==> config.mk <==
export PLATFORM = sky130hd
export DESIGN_NAME = ram_128x16_bist_ctrl
export DESIGN_NICKNAME = d
export VERILOG_FILES = /design/src/rtl/ram_128x16_bist_ctrl.sv
export SDC_FILE = /design/constraint.sdc
export NUM_CORES = 1
export LEC_CHECK = 0
export ABC_AREA = 1
export BUFFER_PORTS_ARGS = -buffer_cell sky130_fd_sc_hd__buf_2
export CAP_MARGIN = 20
export CORE_UTILIZATION = 58
export CTS_CLUSTER_DIAMETER = 200
export DETAILED_ROUTE_END_ITERATION = 16
export PLACE_DENSITY_LB_ADDON = 0.2
export REMOVE_ABC_BUFFERS = 1
export SETUP_SLACK_MARGIN = 0.4
export SYNTH_ARGS = -nofsm -noshare
export SYNTH_HDL_FRONTEND = slang
export SYNTH_SLANG_ARGS = --single-unit
==> constraint.sdc <==
create_clock -name clk_i -period 3.65 [get_ports clk_i]
set_input_delay 0.5475 -clock clk_i [delete_from_list [all_inputs] [get_ports clk_i]]
set_output_delay 0.5475 -clock clk_i [all_outputs]
set_load 0.03 [all_outputs]
==> src/rtl/ram_128x16_bist_ctrl.sv <==
// ram_128x16_bist_ctrl -- March C- self-test sequencer for the 128x16 RAM wrapper.
// Drives the RAM port while busy_o is high and reports the first miscompare.
// Build option: define BIST_STOP_ON_FAIL_EN to end the run on the first miscompare;
// without it every run issues all 10*2**ADDR_W operations.
module ram_128x16_bist_ctrl #(
  parameter int                  ADDR_W  = 7,
  parameter int                  DATA_W  = 16,
  parameter logic [DATA_W-1:0]   BG_DATA = 16'h0000
) (
  input  logic              clk_i,
  input  logic              reset_i,
  input  logic              start_i,
  output logic              busy_o,
  output logic              done_o,
  output logic              fail_o,
  output logic [ADDR_W-1:0] fail_addr_o,
  output logic [2:0]        fail_elem_o,
  output logic [DATA_W-1:0] fail_data_o,
  output logic [ADDR_W-1:0] ram_a_o,
  output logic [DATA_W-1:0] ram_din_o,
  output logic              ram_wr_o,
  output logic              ram_oe_o,
  output logic              ram_test_mode_o,
  input  logic [DATA_W-1:0] ram_dout_i
);

  localparam logic [ADDR_W-1:0] ADDR_MAX = '1;
  localparam logic [ADDR_W-1:0] ADDR_ONE = {{(ADDR_W-1){1'b0}}, 1'b1};
  localparam logic [2:0]        ELEM_LAST = 3'd5;

  typedef enum logic [1:0] {ST_IDLE, ST_RUN, ST_FLUSH, ST_DONE} state_t;

  state_t              state_q;
  logic [2:0]          elem_q;
  logic [ADDR_W-1:0]   addr_q;
  logic                op_q;
  logic                busy_q, done_q, fail_q;
  logic [ADDR_W-1:0]   fail_addr_q;
  logic [2:0]          fail_elem_q;
  logic [DATA_W-1:0]   fail_data_q;
  logic [ADDR_W-1:0]   ram_a_q;
  logic [DATA_W-1:0]   ram_din_q;
  logic                ram_wr_q, ram_oe_q;
  logic                cmp_valid_q;
  logic [DATA_W-1:0]   cmp_exp_q;
  logic [ADDR_W-1:0]   cmp_addr_q;
  logic [2:0]          cmp_elem_q;

  // Element shape: E3/E4 walk downwards, E1..E4 have a read then a write per address.
  function automatic logic elem_down(input logic [2:0] e);
    return (e == 3'd3) || (e == 3'd4);
  endfunction

  function automatic logic elem_two_ops(input logic [2:0] e);
    return (e >= 3'd1) && (e <= 3'd4);
  endfunction

  // Background select: the read of E2/E4 expects "1", writes of E1/E3 store "1".
  function automatic logic [DATA_W-1:0] rd_pattern(input logic [2:0] e);
    return ((e == 3'd2) || (e == 3'd4)) ? ~BG_DATA : BG_DATA;
  endfunction

  function automatic logic [DATA_W-1:0] wr_pattern(input logic [2:0] e);
    return ((e == 3'd1) || (e == 3'd3)) ? ~BG_DATA : BG_DATA;
  endfunction

  logic                last_in_addr, addr_term, last_op, mismatch;
  logic [2:0]          nxt_elem, iss_elem;
  logic [ADDR_W-1:0]   nxt_addr, iss_addr;
  logic                nxt_op, iss_op, iss_rd;
  logic [DATA_W-1:0]   iss_din;

  assign last_in_addr = elem_two_ops(elem_q) ? op_q : 1'b1;
  assign addr_term    = elem_down(elem_q) ? (addr_q == '0) : (addr_q == ADDR_MAX);
  assign last_op      = last_in_addr && addr_term && (elem_q == ELEM_LAST);
  assign mismatch     = cmp_valid_q && (ram_dout_i != cmp_exp_q);

  // Step the sequencer position to the op that follows the one currently on the port.
  always_comb begin
    nxt_elem = elem_q;
    nxt_addr = addr_q;
    nxt_op   = 1'b0;
    if (!last_in_addr) begin
      nxt_op = 1'b1;
    end else if (addr_term) begin
      nxt_elem = elem_q + 3'd1;
      nxt_addr = elem_down(nxt_elem) ? ADDR_MAX : '0;
    end else if (elem_down(elem_q)) begin
      nxt_addr = addr_q - ADDR_ONE;
    end else begin
      nxt_addr = addr_q + ADDR_ONE;
    end
  end

  // Op to put on the port at the coming edge: the first op on start, else the next one.
  always_comb begin
    iss_elem = 3'd0;
    iss_addr = '0;
    iss_op   = 1'b0;
    if (state_q == ST_RUN) begin
      iss_elem = nxt_elem;
      iss_addr = nxt_addr;
      iss_op   = nxt_op;
    end
    iss_rd  = (iss_elem != 3'd0) && !iss_op;
    iss_din = iss_rd ? '0 : wr_pattern(iss_elem);
  end

  // Sequencer FSM with registered RAM port, compare pipeline and failure capture.
  always_ff @(posedge clk_i) begin
    if (reset_i) begin
      state_q     <= ST_IDLE;
      elem_q      <= 3'd0;
      addr_q      <= '0;
      op_q        <= 1'b0;
      busy_q      <= 1'b0;
      done_q      <= 1'b0;
      fail_q      <= 1'b0;
      fail_addr_q <= '0;
      fail_elem_q <= 3'd0;
      fail_data_q <= '0;
      ram_a_q     <= '0;
      ram_din_q   <= '0;
      ram_wr_q    <= 1'b0;
      ram_oe_q    <= 1'b0;
      cmp_valid_q <= 1'b0;
      cmp_exp_q   <= '0;
      cmp_addr_q  <= '0;
      cmp_elem_q  <= 3'd0;
    end else begin
      // The op on the port this cycle is described by elem_q; its read data returns next cycle.
      cmp_valid_q <= ram_oe_q;
      cmp_exp_q   <= rd_pattern(elem_q);
      cmp_addr_q  <= ram_a_q;
      cmp_elem_q  <= elem_q;

      if (mismatch && !fail_q) begin
        fail_q      <= 1'b1;
        fail_addr_q <= cmp_addr_q;
        fail_elem_q <= cmp_elem_q;
        fail_data_q <= ram_dout_i;
      end

      case (state_q)
        ST_IDLE, ST_DONE: begin
          ram_wr_q <= 1'b0;
          ram_oe_q <= 1'b0;
          if (start_i) begin
            state_q     <= ST_RUN;
            busy_q      <= 1'b1;
            done_q      <= 1'b0;
            fail_q      <= 1'b0;
            fail_addr_q <= '0;
            fail_elem_q <= 3'd0;
            fail_data_q <= '0;
            elem_q      <= iss_elem;
            addr_q      <= iss_addr;
            op_q        <= iss_op;
            ram_a_q     <= iss_addr;
            ram_din_q   <= iss_din;
            ram_wr_q    <= !iss_rd;
            ram_oe_q    <= iss_rd;
          end
        end
        ST_RUN: begin
`ifdef BIST_STOP_ON_FAIL_EN
          if (mismatch) begin
            // Abort: the op issued this cycle is never compared.
            state_q     <= ST_DONE;
            busy_q      <= 1'b0;
            done_q      <= 1'b1;
            ram_wr_q    <= 1'b0;
            ram_oe_q    <= 1'b0;
            cmp_valid_q <= 1'b0;
          end else
`endif
          if (last_op) begin
            state_q  <= ST_FLUSH;
            ram_wr_q <= 1'b0;
            ram_oe_q <= 1'b0;
          end else begin
            elem_q    <= iss_elem;
            addr_q    <= iss_addr;
            op_q      <= iss_op;
            ram_a_q   <= iss_addr;
            ram_din_q <= iss_din;
            ram_wr_q  <= !iss_rd;
            ram_oe_q  <= iss_rd;
          end
        end
        ST_FLUSH: begin
          state_q  <= ST_DONE;
          busy_q   <= 1'b0;
          done_q   <= 1'b1;
          ram_wr_q <= 1'b0;
          ram_oe_q <= 1'b0;
        end
        default: begin
          state_q  <= ST_IDLE;
          busy_q   <= 1'b0;
          ram_wr_q <= 1'b0;
          ram_oe_q <= 1'b0;
        end
      endcase
    end
  end

  assign busy_o          = busy_q;
  assign done_o          = done_q;
  assign fail_o          = fail_q;
  assign fail_addr_o     = fail_addr_q;
  assign fail_elem_o     = fail_elem_q;
  assign fail_data_o     = fail_data_q;
  assign ram_a_o         = ram_a_q;
  assign ram_din_o       = ram_din_q;
  assign ram_wr_o        = ram_wr_q;
  assign ram_oe_o        = ram_oe_q;
  // The array is always tested directly, never through the bypass path.
  assign ram_test_mode_o = 1'b0;

endmodule

Word level (Yosys, flattened, before mapping)

Cells that the tools add are included.
W data, S select, Z words.

Reductions and logical operators: 22
Order comparisons: 2
Equal/unequal tests: 16
Add/sub/neg operators: 3
Muxes and demuxes: 52

Operator list:

| cell                  | count |
|---|---|
| $mux W16              | 8 |
| $mux W7               | 10 |
| $pmux W16 S2          | 1 |
| $mux W3               | 8 |
| $ne A16 B16 Y1        | 1 |
| $mux W1               | 15 |
| $pmux W7 S2           | 1 |
| $eq A3 B2 Y1 const B  | 4 |
| $eq A3 B3 Y1 const B  | 3 |
| $add A7 B1 Y7 const B | 1 |
| $eq A7 B7 Y1 const B  | 1 |
| $logic_not A7 Y1      | 1 |
| $sub A7 B1 Y7 const B | 1 |
| $logic_and A1 B1 Y1   | 6 |
| $ne A2 B2 Y1 const B  | 3 |
| $pmux W1 S2           | 3 |
| $pmux W1 S3           | 2 |
| $pmux W2 S3           | 1 |
| $pmux W3 S2           | 1 |
| $eq A2 B2 Y1 const B  | 2 |
| $logic_or A1 B1 Y1    | 4 |
| $mux W2               | 2 |
| $reduce_and A2 Y1     | 2 |
| $reduce_bool A2 Y1    | 2 |
| 10 further kinds      | 12 |

Output and inout bits: 55
Flip-flop bits (word level): 87
Input port bits: 19
Logic and storage cells: 112

Logic depth before layout (Yosys ltp)

Gate-level depths: netlist of the first run.

Word-level depth: 12
Depth in mapped cells: 16
Mapped depth without buffers: 16

Worst setup path before layout of the first run

Ideal clock, no wire load.

Path type: register to register
From: reg elem_q[0]
To: reg ram_a_q[5] (netlist: ram_a_o[5])
Path slack: 1583 ps
Arrival time: 1950 ps
Stages on the path, launching flop included: 14
Cells stage by stage: dfxtp_1 -> inv_1 -> ha_1 -> inv_1 -> nand2_2 -> inv_2 -> nor2_2 -> ha_1 -> a21oi_1 -> or2_2 -> nand4_1 -> nand3_1 -> nand3_1 -> o21ai_1

Longest elaborated chain between the ends: 9
Elaborated cells on any way between the ends: 25
Those cells by class: add/sub (1); order compare (2); eq/ne (6); mux (10); reduce/logical (6)

Ends and longest elaborated chain:

| element                                             | RTL line | RTL |
|---|---|---|
| start: declaration                                  | 34       | `logic [2:0] elem_q;` |
| start signal: assignment                            | 156      | `elem_q <= iss_elem;` |
| start signal: assignment                            | 182      | `elem_q <= iss_elem;` |
| $add A3 B1 Y3                                       | 86       | `nxt_elem = elem_q + 3'd1;` |
| $eq A3 B2 Y1 / $eq A3 B3 Y1 (equally long branches) | 51       | `return (e == 3'd3) \|\| (e == 3'd4);` |
| $logic_or A1 B1 Y1                                  | 51       |  |
| $mux W7                                             | 87       | `nxt_addr = elem_down(nxt_elem) ? ADDR_MAX : '0;` |
| $mux W7                                             | 85       | `end else if (addr_term) begin` |
| $mux W7                                             | 83       | `if (!last_in_addr) begin` |
| $mux W7                                             | 100      | `if (state_q == ST_RUN) begin` |
| $mux W7 (on tied branches)                          | 177, 148 |  |
| $pmux W7 S2                                         | 144      | `case (state_q)` |
| end signal: assignment                              | 159      | `ram_a_q <= iss_addr;` |
| end signal: assignment                              | 185      | `ram_a_q <= iss_addr;` |
| end: declaration                                    | 41       | `logic [ADDR_W-1:0] ram_a_q;` |

Several ways; a longest one is shown, not always the timed one. The select of a mux whose other input is x is not followed.
A chain may end at the register's enable or synchronous reset.

Worst setup path in the final report of the first run

From: reg elem_q[1]
To: reg ram_a_q[4] (netlist: ram_a_o[4])

Same word-level chain as after synthesis.

==> results.toml, run 1 <==
[die]
die_y_um = 77.14
core-area_sq_um = 5270
die_area_sq_um = 5950
fp.dieW_um = 77.14
rows = 26
io_pins = 74
initial_core_util = 0.6213

[timing]
fin_crit_ps = 2386
slew_violations = 0
fin_skew_ps = 7.244
hold_viol_final = 0
min_period_over_period = 0.6536
hold_ws_ps = 431.2
max_freq_mhz = 419.2
setup_viol = 0
rsz0062_at_grt = "false"
slew_headroom = 0.3626
tightest_slew_ps = 954.8

[synthesis]
synth_seq_cells = 57
ys.flop_type = "dfxtp_1"
netlist_instances = 489
synth_warnings = 0
syn-cell-area_sq_um = 3274
synth_edf_count = 0
avgSynthCellArea_sq_um = 6.696
ys_seq_area_frac = 0.3485
postSynth.asyncResetShare = 0
yosysUniqueCellTypes = 33

[place]
dpl-instance-area_sq_um = 3538
numPortBuffers = 72
gp_congestion = 0.9693
hpwl_um = 4830
dp_cells = 600

[power]
p_sw_uw = 641.7
p_comb_frac = 0.278
p_leak_uw = 0.001956
vdd_ir_drop_max_v = 0.0004020
swShare = 0.3360
power.density_nw_per_um2 = 506.9
pwr-share-clk = 0.354
p_int_uw = 1268
pwr-share-seq = 0.368
power.total_uw = 1910

[worst_setup_path]
critPathMaxStageDelay_ps = 350
crit_arrival_ps = 2600
criticalPathCategory = "flip-flop to flip-flop"
path_cells = "inv_1 -> ha_1 -> inv_1 -> nand2_2 -> inv_2 -> nor2_2 -> ha_1 -> a21oi_1 -> nand2_1 -> xnor2_1 -> a21oi_1 -> nand2_1 -> o21ai_1"
cp.required_ps = 3870
crit_path_end_kind = "flip-flop"
cp_top_family = "adder cells"
crit_fanout = 7
cp-start-kind = "flip-flop"
critPathBufInv = 3
cp_slowest_cell = "dfxtp_1"

[run]
drv_cap = 0

[detailed_routing]
drcViolationCount = 0
viasPerCell = 4.932
drt_wl_total_um = 7033
first_iter_violations = 141
vias = 3033
firstDrtPassIters = 5
drtAntennaViolNets = 0
wl_per_cell_um = 11.44

[min_path]
worstHoldPathType = "flip-flop to flip-flop"

[global_routing]
grt_max_degree = 29
grt_pass1_vias = 2730
grt_pass1_wl_um = 11560
antenna_found_initial = 0
grt_overflow = 0
grtUsageTotal = 0.2441

[cts]
clk_path_buf_depth = 2
postCtsSetupBuffers = 0
htree_levels = 3
cts_tree = "done"
worstSkewPairLatency_ps = 330
cts_resized = 0
clock-root-buffer = "clkbuf_8"
cts.sinks = 57
postCtsHoldBufs = 0
clk_pin_slew_worst_paths_ps = 70
numCtsBuffers = 9

[layout]
fin_area_sq_um = 3767
fillers = 452
fin_util = 0.7149
final_cells = 615
syn_to_final_growth_pct = 15.06
n_antenna_cell = 0
drive_above_1_share = 0.1963
finalNetCount = 574

[status]
status = "finished clean"
-- area by class of cell --
class | instances | area, sq um | area share
Clock inverter | 2 | 60.06 | 0.01594
Tap cell | 70 | 87.58 | 0.02325
Multi-Input combinational cell | 287 | 1521 | 0.4039
Clock buffer | 13 | 168.9 | 0.04484
Sequential cell | 57 | 1141 | 0.3029
Inverter | 114 | 427.9 | 0.1136
Timing Repair Buffer | 72 | 360.3 | 0.09565
-- power by group through the flow --
stage          Clock (uW)  Combinational, uW  Sequential, uW
3_3_place_gp            0                512             713
3_5_place_dp            0                520             716
5_1_grt               708                594             707
6_report              676                532             702
4_1_cts               683                531             702
2_1_floorplan           0                354             758
-- Yosys cell counts, types with 6 or more instances --
cell      instances  share of area
dfxtp_1          57           0.35
o21ai_0           9          0.014
o21ai_1           6         0.0092
ha_1             13          0.050
clkbuf_1          6         0.0069
nand3_1          21          0.032
buf_4            16          0.037
nor2_1           64          0.073
inv_1           111           0.13
a21oi_1          17          0.026
nand4_1          34          0.065
nand2_1          94           0.11
buf_2             6         0.0092
-- layer usage --
layer / vias up / share of wire / track usage / wire length (um)
met4: 0 / 0.019 / 0.1038 / 131
met1: 1320 / 0.44 / 0.2832 / 3122
met5: - / 0 / 0 / 0
met3: 13 / 0.064 / 0.05000 / 447
met2: 109 / 0.47 / 0.4310 / 3332
li1: 1591 / - / - / -
-- stage by stage --
step	TNS, ps	setup WS [ps]
2_1_floorplan	-4467	-270.1
3_3_place_gp	0	1350
3_5_place_dp	0	1267
4_1_cts	0	1319
5_1_grt	0	1080
6_report	0	1264
-- cells by family after synthesis --
| kind of cell | count (synthesis) | share of synthesized area |
|---|---|---|
| AND/OR/NAND/NOR | 234 | 0.3435 |
| other | 1 | 0.001145 |
| AO/OA/AOI/OAI | 35 | 0.05617 |
| flip-flops | 57 | 0.3485 |
| adder cells (fa/ha/maj) | 14 | 0.05579 |
| XOR/XNOR | 3 | 0.008026 |
| buffers and inverters | 145 | 0.1869 |
-- tightest hold or removal path: cells and delay by family, from the launching register on --
family                 cells  cell delay (ps)
buffers and inverters      1               50
AND/OR/NAND/NOR            1               30
flip-flops                 1              310
-- layout by cell type (no fill, tap or decap), drive strengths merged --
cell type / count
o31ai: 1
buf: 72
o21a: 1
ha: 13
or2: 1
bufinv: 2
inv: 114
nand2: 100
o21ai: 15
xor2: 1
nor3: 1
xnor2: 2
dfxtp: 57
o221ai: 1
conb: 1
nor4: 1
a21oi: 17
clkbuf: 13
nor2: 67
nand4: 36
nand3: 27
fa: 1
nand3b: 1
-- registers in the layout, indices dropped and copies added, names as in the netlist, 2 cells and up --
register and cells:
fail_data_o 16, fail_addr_o 7, cmp_addr_q 7, state_q 2
ram_a_o 7, cmp_elem_q 3, fail_elem_o 3, elem_q 3
-- path summary, 6_finish.rpt --
kind / from / to / slack (ps) / depth (start not counted)
min reg2reg: ram_oe_o / cmp_valid_q / 430 / 2
max reg2reg: elem_q[1] / ram_a_o[4] / 1260 / 13
max: elem_q[1] / ram_a_o[4] / 1260 / 13
min: ram_oe_o / cmp_valid_q / 430 / 2
No activity file was read; power rests on OpenSTA's default activity.
==> run 2, diff against run 1 <==
--- a/config.mk
+++ b/config.mk
@@ -8,7 +8,7 @@
 export ABC_AREA = 1
 export BUFFER_PORTS_ARGS = -buffer_cell sky130_fd_sc_hd__buf_2
 export CAP_MARGIN = 20
-export CORE_UTILIZATION = 58
+export CORE_UTILIZATION = 49
 export CTS_CLUSTER_DIAMETER = 200
 export DETAILED_ROUTE_END_ITERATION = 16
 export PLACE_DENSITY_LB_ADDON = 0.2
==> constraint.sdc (replaced) <==
create_clock -name clk_i -period 2 [get_ports clk_i]
set_input_delay 0.3 -clock clk_i [delete_from_list [all_inputs] [get_ports clk_i]]
set_output_delay 0.3 -clock clk_i [all_outputs]
set_load 0.03 [all_outputs]
==> results.toml, run 2 (synthesis gave the netlist of run 1 again) <==
[timing]
fin_crit_ps = 2029
hold_viol_final = 0
rsz0062_at_grt = "true"
fin_skew_ps = 3.045
setup_ws_ps = -28.52
hold_ws_ps = 301.2
min_period_over_period = 1.014
max_freq_mhz = 493.0
slew_violations = 0
setup_viol = 3
finalSetupTns_ps = -51.82

[cts]
clock-root-buffer = "clkbuf_8"
clk_path_buf_depth = 2
clk_pin_slew_worst_paths_ps = 60
cts_tree = "done"
htree_levels = 3
numCtsBuffers = 9
worstSkewPairLatency_ps = 340
cts.sinks = 57

[power]
p_leak_uw = 0.002182
power.density_nw_per_um2 = 845.8
swShare = 0.3682
power.total_uw = 3770
pwr-share-clk = 0.302
p_int_uw = 2382
p_sw_uw = 1388
p_comb_frac = 0.359
vdd_ir_drop_max_v = 0.0006920
pwr-share-seq = 0.339

[worst_setup_path]
cp-start-kind = "flip-flop"
r2r_cells = 17
crit_path_end_kind = "flip-flop"
crit_arrival_ps = 2260
crit_fanout = 7
cp.required_ps = 2230
critPathLaunch = "elem_q[1]"
reg2reg_slack_ps = -30
crit_end = "ram_a_o[6]"
criticalPathCategory = "flip-flop to flip-flop"
rr_startpoint = "elem_q[1]"
r2r_end = "ram_a_o[6]"

[layout]
finalNetCount = 613
drive_above_1_share = 0.3504
n_antenna_cell = 0
fin_area_sq_um = 4457
syn_to_final_growth_pct = 36.11
final_common_cell = "inv_1"
largest_reg_flops = 16
fillers = 499
final_cell_mix = "inv_1, nand2_1, buf_2"

[place]
dpl-instance-area_sq_um = 3667
numPortBuffers = 72
gp_congestion = 0.8643
dp_slack_ps = -75.52
hpwl_um = 4999

[die]
die_area_sq_um = 7013
die_y_um = 83.75
rows = 29
core-area_sq_um = 6386
initial_core_util = 0.5127
io_pins = 74
fp.dieW_um = 83.75

[run]
drv_cap = 0

[detailed_routing]
drtAntennaViolNets = 0
drt_wl_total_um = 8988
drcViolationCount = 0
vias = 3386
wl_per_cell_um = 13.58
first_iter_violations = 183
firstDrtPassIters = 5
viasPerCell = 5.115

[status]
status = "finished, violations left"
failed_checks = "setup timing"

[global_routing]
grt_pass1_vias = 2967
grt_pass1_wl_um = 13670
grt_overflow = 0
antenna_found_initial = 0
grt_max_degree = 28
grtUsageTotal = 0.2432

[min_path]
worstHoldPathType = "input pin to flip-flop"
run 2: cell types whose count changed in the layout (fill, tap and decap cells not counted), moves of 8 or more:
| cell | change |
|---|---|
| buf_6 | +9 |
| buf_4 | +24 |
| nand2_1 | -12 |
| nand3_1 | -11 |
| a21oi_1 | -9 |
| ha_1 | -9 |
| inv_1 | -8 |
| nand2_2 | +11 |
run 2: what timing repair did:
item / 4_1_cts / 5_1_grt
pin swaps: 34 / 24
gates resized for setup: 62 / 33
hold buffers: 0 / 0
setup endpoints to repair: 42 / 39
buffers inserted: 15 / 5
gates cloned: 1 / 2
run 2: per-layer routing:
layer | track usage | up-vias | share of wire
met2 | 0.4013 | 162 | 0.47
met1 | 0.3017 | 1523 | 0.44
met4 | 0.1094 | 0 | 0.023
met5 | 0 | - | 0
met3 | 0.05539 | 23 | 0.068
li1 | - | 1678 | -
run 2: worst min path at each step:
stage	startpoint	to	slack [ps]	cells past startpoint
final	reset_i	fail_o	300	4
after global routing	reset_i	fail_o	310	4
after CTS	ram_dout_i[5]	fail_data_o[5]	310	5
after detailed placement	ram_oe_o	cmp_valid_q	420	2
after global placement	ram_oe_o	cmp_valid_q	420	2
after floorplan	reset_i	busy_o	370	1
run 2: worst max-delay path, cell delays in order, from the launching register on:
cell,delay [ps]
dfxtp_4,380
inv_4,40
ha_4,150
inv_2,50
nand2_2,50
inv_2,90
nor2_4,40
buf_12,140
ha_4,300
nand2_4,70
inv_2,50
nand3_2,60
o221ai_2,180
nor2_1,60
nor2_1,80
nand2_1,50
nand3_1,70
o21ai_1,60
run 2: final cells by class:
class,instances,area [sq um],area share
Sequential cell,57,1146,0.2572
Multi-Input combinational cell,290,1884,0.4228
Timing Repair Buffer,108,691.9,0.1553
Inverter,114,430.4,0.09658
Clock buffer,14,172.7,0.03874
Tap cell,77,96.34,0.02162
Clock inverter,2,35.03,0.007861
run 2: per-stage QoR:
stage               std cells  utilization
floorplan                 458            -
global placement          623       0.5743
detailed placement        623       0.5743
CTS                       655       0.6712
global route              662       0.6979
finish                    662       0.6979
run 2: power groups by stage:
stage	registers [uW]	logic, uW	clock network, uW
6_report	1280	1350	1140
5_1_grt	1290	1460	1230
4_1_cts	1270	1210	1160
3_5_place_dp	1290	1010	0
3_3_place_gp	1290	1000	0
2_1_floorplan	1380	646	0
==> run 3, diff against run 2 <==
--- a/config.mk
+++ b/config.mk
@@ -5,10 +5,9 @@
 export SDC_FILE = /design/constraint.sdc
 export NUM_CORES = 1
 export LEC_CHECK = 0
-export ABC_AREA = 1
 export BUFFER_PORTS_ARGS = -buffer_cell sky130_fd_sc_hd__buf_2
 export CAP_MARGIN = 20
-export CORE_UTILIZATION = 49
+export CORE_UTILIZATION = 47
 export CTS_CLUSTER_DIAMETER = 200
 export DETAILED_ROUTE_END_ITERATION = 16
 export PLACE_DENSITY_LB_ADDON = 0.2
==> results.toml, run 3 <==
[synthesis]
synth_edf_count = 0
syn-cell-area_sq_um = 2813
avgSynthCellArea_sq_um = 9.314
synth_seq_cells = 57
netlist_instances = 302
yosysUniqueCellTypes = 55
ys.flop_type = "dfxtp_1"
postSynth.asyncResetShare = 0
synth_warnings = 0
synth_area_leaders = "dfxtp_1, mux2i_1, ha_1"
ys_seq_area_frac = 0.4057
yosysMostFrequentCell = "dfxtp_1"
yosysTopAreaCell = "dfxtp_1"
synth_top_area_share = 0.4057
synth_common_cells = "dfxtp_1, nor2_1, mux2i_1, buf_4, nand2_1"

[worst_setup_path]
crit_fanout = 7
crit_path_end_kind = "flip-flop"
criticalPathCategory = "flip-flop to flip-flop"
reg2reg_slack_ps = -300
cp-start-kind = "flip-flop"
cp.required_ps = 2230
r2r_end = "ram_a_o[6]"
rr_startpoint = "elem_q[1]"
crit_arrival_ps = 2530
r2r_cells = 10

[layout]
final_common_cell = "buf_2"
finalNetCount = 450
syn_to_final_growth_pct = 44.62
largest_reg_flops = 16
n_antenna_cell = 0
drive_above_1_share = 0.4479
final_cell_mix = "buf_2, dfxtp_1, buf_4"

[power]
pwr-share-clk = 0.329
vdd_ir_drop_max_v = 0.0006488
p_int_uw = 2143
pwr-share-seq = 0.389
power.total_uw = 3174
power.density_nw_per_um2 = 780.2
p_comb_frac = 0.282
swShare = 0.3249
p_sw_uw = 1031
p_leak_uw = 0.001998

[global_routing]
grtUsageTotal = 0.2488
grt_max_degree = 28
grt_overflow = 0
grt_pass1_vias = 2510
antenna_found_initial = 0
grt_pass1_wl_um = 11810

[min_path]
worstHoldPathType = "input pin to flip-flop"
hp-start = "ram_dout_i[4]"
hold_depth = 3
hold_end = "fail_data_o[4]"

[cts]
clk_pin_slew_worst_paths_ps = 70
clk_path_buf_depth = 2
clock-root-buffer = "clkbuf_8"
worstSkewPairLatency_ps = 340
numCtsBuffers = 9
cts.sinks = 57
cts_tree = "done"
htree_levels = 3

[detailed_routing]
firstDrtPassIters = 4
vias = 2625
drt_wl_total_um = 7299
viasPerCell = 5.314
drcViolationCount = 0
wl_per_cell_um = 14.78
first_iter_violations = 76
drtAntennaViolNets = 0

[timing]
fin_crit_ps = 2303
min_period_over_period = 1.152
setup_ws_ps = -303.1
hold_viol_final = 0
finalSetupTns_ps = -2401
max_freq_mhz = 434.2
slew_violations = 0
fin_skew_ps = 10.67
slew_headroom = 0.6458
tightest_slew_ps = 531.3
setup_viol = 15
rsz0062_at_grt = "true"

[die]
io_pins = 74
rows = 27
initial_core_util = 0.4986
die_area_sq_um = 6298
core-area_sq_um = 5642
die_y_um = 79.36
fp.dieW_um = 79.36

[run]
drv_cap = 0

[status]
status = "finished, violations left"
failed_checks = "setup timing"

[place]
gp_congestion = 0.9051
dp_slack_ps = -436.7
hpwl_um = 4569
numPortBuffers = 72
-- run 3: cell types whose count changed after synthesis, moves of 17 or more --
cell	delta
inv_1	-99
mux2i_1	+28
nand2_1	-78
nand3_1	-17
nand4_1	-30
nor2_1	-22
-- run 3: kinds of logic after synthesis --
kind of cell / after synthesis / synth area share
simple gates: 108 / 0.1922
mux: 29 / 0.1050
buf+inv: 38 / 0.08630
other cells: 1 / 0.001333
compound gates: 53 / 0.1383
fa+ha+maj: 14 / 0.06495
xor+xnor: 2 / 0.006229
flops: 57 / 0.4057
-- run 3: routing by layer --
layer	up-vias	track usage	wire, um
li1	1290	-	-
met1	1229	0.2873	3044
met2	90	0.4250	3703
met3	16	0.07816	376
met4	0	0.09818	175
met5	-	0	0
-- run 3: power by group through the flow --
stage	registers [uW]	logic, uW	clock network, uW
final	1230	895	1040
after global routing	1240	974	1130
after global placement	1250	744	0
after detailed placement	1250	756	0
after CTS	1230	837	1060
after floorplan	1320	366	0
-- run 3: area by class of cell --
type                            count  area [sq um]
Timing Repair Buffer              129         928.4
Multi-Input combinational cell    207          1665
Clock buffer                       11         131.4
Clock inverter                      5         56.30
Fill cell                         405          1574
Sequential cell                    57          1145
Tap cell                           72         90.09
Inverter                           13         51.30
-- run 3: worst max-delay path, stage by stage (launching register included) --
cell	delay (ps)
dfxtp_2	350
inv_2	60
ha_4	160
mux2_4	330
ha_4	260
nor2b_4	120
o31a_1	260
mux2i_1	190
or3_1	140
nand2_1	50
a221o_1	280
-- run 3: stage by stage --
step	cell area (sq um)	hold slack (ps)	cells	utilization
after floorplan	2619	366.7	277	-
after global placement	3390	441.4	462	0.6008
after detailed placement	3390	451.5	462	0.6008
after CTS	3921	212.5	491	0.6951
after global routing	4068	241.4	494	0.7210
final	4068	231.4	494	0.7210
-- run 3: what timing repair did --
| action | in CTS | in global routing |
|---|---|---|
| pin swaps | 30 | 30 |
| buffers inserted | 10 | 3 |
| endpoints found under the setup margin | 42 | 43 |
| hold buffers | 0 | 0 |
| cloned | 3 | 0 |
| gates resized for setup | 44 | 22 |
-- run 3: worst max-delay path by stage --
stage	slack [ps]	from	end
after floorplan	-1770	ram_din_o[14]	ram_din_o[14]
after global routing	-430	elem_q[1]	ram_a_o[6]
final	-300	elem_q[1]	ram_a_o[6]
after global placement	-350	elem_q[0]	ram_a_o[6]
after CTS	-290	elem_q[1]	ram_a_o[6]
after detailed placement	-440	elem_q[0]	ram_a_o[6]
